**src/rtl/mem_stage_pkg.sv**
```systemverilog
// rtl/mem_stage_pkg.sv - shared types and constants for the memory-access stage
package mem_stage_pkg;

    typedef enum logic [1:0] {
        ST_IDLE = 2'd0,
        ST_WAIT = 2'd1,
        ST_DONE = 2'd2
    } state_t;

    localparam int WAIT_CNT_W = 8;

    typedef struct packed {
        logic        reg_write;
        logic        mem_to_reg;
        logic [31:0] alu_res;
        logic [31:0] rd_data;
        logic [4:0]  wb_path;
    } memwb_t;

    localparam memwb_t MEMWB_BUBBLE = '0;

endpackage

```
**src/rtl/memwb_reg.sv**
```systemverilog
// rtl/memwb_reg.sv - MEM/WB pipeline register with bubble insertion
module memwb_reg
    import mem_stage_pkg::*;
(
    input  logic   clk_i,
    input  logic   rst_i,
    input  logic   bubble_i,
    input  memwb_t d_i,
    output memwb_t q_o
);

    memwb_t q_q;

    // A bubble clears every field so WB never sees a stalled instruction twice.
    always_ff @(posedge clk_i) begin
        if (rst_i || bubble_i) begin
            q_q <= MEMWB_BUBBLE;
        end else begin
            q_q <= d_i;
        end
    end

    assign q_o = q_q;

endmodule

```
**src/rtl/mem_stage.sv**
```systemverilog
// rtl/mem_stage.sv - pipeline memory stage with req/ack data memory and timeout
module mem_stage
    import mem_stage_pkg::*;
#(
    parameter int MAX_WAIT = 255
) (
    input  logic        clk_i,
    input  logic        rst_i,
    input  logic        MemRead_i,
    input  logic        MemWrite_i,
    input  logic        RegWrite_i,
    input  logic        MemtoReg_i,
    input  logic [31:0] ALUres_i,
    input  logic [31:0] wrdata_i,
    input  logic [4:0]  WriteBackPath_i,
    output logic        dmem_req_o,
    output logic        dmem_we_o,
    output logic [31:0] dmem_addr_o,
    output logic [31:0] dmem_wdata_o,
    input  logic        dmem_ack_i,
    input  logic [31:0] dmem_rdata_i,
    output logic        stall_o,
    output logic        err_o,
    output logic        RegWrite_o,
    output logic        MemtoReg_o,
    output logic [31:0] ALUres_o,
    output logic [31:0] rddata_o,
    output logic [4:0]  WriteBackPath_o
);

    // Counter value seen in the final WAIT cycle; req is then high MAX_WAIT cycles.
    localparam logic [WAIT_CNT_W-1:0] WAIT_LAST = WAIT_CNT_W'(MAX_WAIT - 1);

    state_t                 state_q, state_d;
    logic [WAIT_CNT_W-1:0]  cnt_q, cnt_d;

    logic [31:0] addr_q;
    logic [31:0] wdata_q;
    logic        we_q;
    logic        reg_write_q;
    logic        mem_to_reg_q;
    logic [4:0]  wb_path_q;
    logic [31:0] rdata_q;
    logic        err_q;

    logic        access;
    logic        stall;
    logic        latch_en;
    logic        cap_en;
    logic        timeout;
    logic [31:0] cap_data;
    memwb_t      memwb_d;
    memwb_t      memwb_q;

    assign access   = MemRead_i | MemWrite_i;
    // Stores (including read+write collisions) never return data.
    assign cap_data = (dmem_ack_i && !we_q) ? dmem_rdata_i : 32'd0;

    // State and wait-counter register.
    always_ff @(posedge clk_i) begin
        if (rst_i) begin
            state_q <= ST_IDLE;
            cnt_q   <= '0;
        end else begin
            state_q <= state_d;
            cnt_q   <= cnt_d;
        end
    end

    // Next-state, stall and MEM/WB input selection.
    always_comb begin
        state_d  = state_q;
        cnt_d    = cnt_q;
        stall    = 1'b0;
        latch_en = 1'b0;
        cap_en   = 1'b0;
        timeout  = 1'b0;
        memwb_d  = MEMWB_BUBBLE;
        case (state_q)
            ST_IDLE: begin
                if (access) begin
                    stall    = 1'b1;
                    latch_en = 1'b1;
                    cnt_d    = '0;
                    state_d  = ST_WAIT;
                end else begin
                    memwb_d.reg_write  = RegWrite_i;
                    memwb_d.mem_to_reg = MemtoReg_i;
                    memwb_d.alu_res    = ALUres_i;
                    memwb_d.rd_data    = 32'd0;
                    memwb_d.wb_path    = WriteBackPath_i;
                end
            end
            ST_WAIT: begin
                stall = 1'b1;
                if (dmem_ack_i) begin
                    cap_en  = 1'b1;
                    state_d = ST_DONE;
                end else if (cnt_q == WAIT_LAST) begin
                    cap_en  = 1'b1;
                    timeout = 1'b1;
                    state_d = ST_DONE;
                end else begin
                    cnt_d = cnt_q + 1'b1;
                end
            end
            ST_DONE: begin
                memwb_d.reg_write  = reg_write_q;
                memwb_d.mem_to_reg = mem_to_reg_q;
                memwb_d.alu_res    = addr_q;
                memwb_d.rd_data    = rdata_q;
                memwb_d.wb_path    = wb_path_q;
                state_d            = ST_IDLE;
            end
            default: begin
                state_d = ST_IDLE;
            end
        endcase
    end

    // Access latches, captured load data and the sticky timeout flag.
    always_ff @(posedge clk_i) begin
        if (rst_i) begin
            addr_q       <= '0;
            wdata_q      <= '0;
            we_q         <= 1'b0;
            reg_write_q  <= 1'b0;
            mem_to_reg_q <= 1'b0;
            wb_path_q    <= '0;
            rdata_q      <= '0;
            err_q        <= 1'b0;
        end else begin
            if (latch_en) begin
                addr_q       <= ALUres_i;
                wdata_q      <= wrdata_i;
                we_q         <= MemWrite_i;
                reg_write_q  <= RegWrite_i;
                mem_to_reg_q <= MemtoReg_i;
                wb_path_q    <= WriteBackPath_i;
            end
            if (cap_en) begin
                rdata_q <= cap_data;
            end
            if (timeout) begin
                err_q <= 1'b1;
            end
        end
    end

    memwb_reg u_memwb (
        .clk_i    (clk_i),
        .rst_i    (rst_i),
        .bubble_i (stall),
        .d_i      (memwb_d),
        .q_o      (memwb_q)
    );

    assign dmem_req_o      = (state_q == ST_WAIT);
    assign dmem_we_o       = we_q;
    assign dmem_addr_o     = addr_q;
    assign dmem_wdata_o    = wdata_q;
    assign stall_o         = stall;
    assign err_o           = err_q;
    assign RegWrite_o      = memwb_q.reg_write;
    assign MemtoReg_o      = memwb_q.mem_to_reg;
    assign ALUres_o        = memwb_q.alu_res;
    assign rddata_o        = memwb_q.rd_data;
    assign WriteBackPath_o = memwb_q.wb_path;

endmodule

```
**config.mk**
```make
export PLATFORM = sky130hd
export DESIGN_NAME = mem_stage
export DESIGN_NICKNAME = d
export VERILOG_FILES = /design/src/rtl/mem_stage_pkg.sv /design/src/rtl/memwb_reg.sv /design/src/rtl/mem_stage.sv
export SDC_FILE = /design/constraint.sdc
export NUM_CORES = 1
export LEC_CHECK = 0
export ABC_AREA = 0
export BUFFER_PORTS_ARGS = -buffer_cell sky130_fd_sc_hd__buf_2
export CAP_MARGIN = 20
export CORE_UTILIZATION = 51
export DETAILED_ROUTE_END_ITERATION = 8
export GPL_TIMING_DRIVEN = 0
export PLACE_DENSITY = 0.95
export SYNTH_ARGS = -nofsm -noshare
export SYNTH_HDL_FRONTEND = slang
export SYNTH_SLANG_ARGS = --single-unit
```
**constraint.sdc**
```tcl
create_clock -name clk_i -period 3.9 [get_ports clk_i]
set_input_delay 0.195 -clock clk_i [delete_from_list [all_inputs] [get_ports clk_i]]
set_output_delay 0.195 -clock clk_i [all_outputs]
set_load 0.05 [all_outputs]
```
==> impl_metrics.tcl <==
set metrics [dict create \
    synth-seq-cells 186 \
    drv_cap 0 \
    worstSetupEndpointType "output pin" \
    required_ns 3.70 \
    firstDrtPassIters 9 \
    cp_cell_sequence "clkbuf_1 > clkbuf_1 > nor2_1 > buf_2" \
    drt-initial-drc-count 695 \
    async_reset_ff_frac 0 \
    finalCriticalPeriod_ns 2.21 \
    cts_resized 0 \
    grt_pass1_wl_mm 29.3 \
    total_power_mw 4.36 \
    max-vdd-ir-drop_mv 0.420 \
    syn2layout_area_growth_pct 40.7 \
    clkSinkCount 186 \
    syn_area_per_cell_um2 9.32 \
    fillers 779 \
    gr-total-overflow 0 \
    grt_max_degree 17 \
    gr-usage-all-layers 0.303 \
    dp.cells 1046 \
    tightest_slew_ns 0.878 \
    outcome "finished, violations left" \
    power-per-cell-area_nw_per_um2 506 \
    io_pins 247 \
    numCtsBuffers 17 \
    grt_setup_unrepaired "false" \
    diodes 0 \
    cts_tree "yes" \
    cp_slowest_cell "clkbuf_1" \
    syn-num-nets 767 \
    io_buffers 246 \
    clkTransAtPathRegs_ns 0.06 \
    routed_wl_mm 18.9 \
    ant_nets 0 \
    netlist_area_um2 6120 \
    p_int_mw 3.11 \
    holdBufCountCts 50 \
    path_max_fanout 10 \
    finalSetupViolCount 0 \
    fin_cells 1129 \
    ys_seq_area_frac 0.608 \
    cp.arrival_ns 2.02 \
    seq_power_share 0.467 \
    root_buffer "clkbuf_16" \
    criticalPathCategory "reg2out" \
    r2r.worst_path.cells 5 \
    p_sw_mw 1.25 \
    via_per_inst 5.43 \
    relSlewSlack 0.410 \
    hold_path.class "in2reg" \
    slew_violations 0 \
    fin_nets 1083 \
    power_frac_comb 0.153 \
    clock_latency_ns 0.43 \
    antenna_found_initial 0 \
    p_sw_frac 0.286 \
    coreArea_um2 11600 \
    die_area_um2 12400 \
    clock_path_buffers 2 \
    cts_setup_buffers 0 \
    max_stage_delay_ns 0.51 \
    max_freq_mhz 452 \
    die_h_um 112 \
    fin_worst_skew_ns 0.00902 \
    die_x_um 112 \
    min_path_cells 3 \
    p_clk_frac 0.380 \
    power_leakage_nw 4.02 \
    synth_edf_count 0 \
    grt_pass1_vias 5929 \
    vias 6132 \
    critPathLaunchType "flop" \
    ys.flop_type "dfxtp_1" \
    drive_above_1_share 0.294 \
    tns_ns 0 \
    gp_congestion 0.836 \
    finalHoldViolCount 0 \
    violations "design-rule violations" \
    cts_max_level 4 \
    drcViolationCount 15 \
    dp.final_hpwl_mm 12.0 \
    yosysUniqueCellTypes 30 \
    ys_warn_count 0 \
    row_count 39 \
    crit_top_cell "clkbuf_1" \
    initial_core_util 0.529 \
    period_share 0.568 \
    wire_per_inst_um 16.7 \
    synth_cells 657 \
]
logic make-up (layout without fill, tap and decap cells):
group,after synthesis,after routing,share of synthesized area
flip-flops,186,186,0.608
adder cells (fa/ha/maj),2,2,0.00409
AO/OA/AOI/OAI,164,164,0.173
buffers and inverters,53,382,0.0347
AND/OR/NAND/NOR,252,252,0.180
synthesized netlist by cell type (2+ instances only):
| master | number | area, µm² |
|---|---|---|
| a21oi_1 | 80 | 400 |
| a22o_1 | 32 | 280 |
| a22oi_1 | 40 | 300 |
| a31oi_1 | 2 | 12.5 |
| and3_1 | 32 | 200 |
| buf_2 | 11 | 55.1 |
| clkbuf_1 | 39 | 146 |
| dfxtp_1 | 186 | 3720 |
| ha_1 | 2 | 25.0 |
| inv_1 | 3 | 11.3 |
| nand2_1 | 145 | 544 |
| nand2b_1 | 2 | 12.5 |
| nand3_1 | 13 | 65.1 |
| nor2_1 | 46 | 173 |
| nor4_1 | 3 | 18.8 |
| o21a_1 | 2 | 15.0 |
| o21ai_0 | 3 | 15.0 |
| o21ai_1 | 2 | 10.0 |
| or3_1 | 3 | 18.8 |
metrics by stage:
step	instance area (µm²)	util	hold WS, ns	setup slack (ns)
after floorplan	6120	-	0.321	2.21
after global routing	8610	0.744	0.00208	1.55
after global placement	7530	0.651	0.404	1.81
after detailed placement	7530	0.651	0.407	1.76
after CTS	8600	0.744	0.000115	1.66
final	8610	0.744	0.00352	1.69
cell type report:
type	count	area [µm²]	share of cell area
flip-flops and latches	186	3720	0.432
multi-input cells	418	2180	0.254
repair buffers	297	1740	0.202
clock buffers	23	478	0.0555
plain buffers	50	201	0.0234
well taps	143	179	0.0208
clock inverters	9	90.1	0.0105
inverters	3	11.3	0.00131
sequential cells by signal (all words and copies together), names as in the netlist:
name / cells
cnt_q: 8
dmem_addr_o: 32
dmem_wdata_o: 32
dmem_we_o: 1
err_o: 1
mem_to_reg_q: 1
rdata_q: 32
reg_write_q: 1
state_q: 2
u_memwb.q_o: 71
wb_path_q: 5
worst max-delay path: cells and delay by family (launching register included):
family        cells  cell delay [ns]
buf+inv           3             1.08
flops             1             0.42
simple gates      1             0.08
worst paths after layout:
check | from | endpoint | slack, ns
worst max register to register | state_q[1] | dmem_wdata_o[31] | 1.73
worst min register to register | dmem_wdata_o[25] | dmem_wdata_o[25] | 0.45
worst min-delay path | wrdata_i[25] | dmem_wdata_o[25] | 0.004
worst max-delay path | state_q[1] | stall_o | 1.69
power by group through the flow:
| stage | Combinational (mW) | Clock, mW | Sequential (mW) |
|---|---|---|---|
| 3_3_place_gp | 0.603 | 0 | 2.07 |
| 2_1_floorplan | 0.210 | 0 | 2.27 |
| 3_5_place_dp | 0.615 | 0 | 2.07 |
| 4_1_cts | 0.656 | 1.66 | 2.03 |
| 6_report | 0.667 | 1.66 | 2.03 |
| 5_1_grt | 0.711 | 1.74 | 2.04 |
layer usage:
layer / vias to the layer above / part of all wire / global-route usage
met2: 344 / 0.49 / 0.520
met3: 77 / 0.077 / 0.0898
met5: - / 0 / 0
met1: 2827 / 0.38 / 0.339
met4: 0 / 0.051 / 0.168
li1: 2884 / - / -
cell usage in the layout, fill, tap and decap left out, types with 5 or more instances in the layout:
cell / instances
buf_2: 257
dfxtp_1: 186
nand2_1: 145
a21oi_1: 80
dlygate4sd3_1: 51
nor2_1: 46
clkbuf_1: 42
a22oi_1: 40
a22o_1: 32
and3_1: 32
clkbuf_16: 17
nand3_1: 13
clkinvlp_4: 5
No activity file was read; power rests on OpenSTA's default activity.
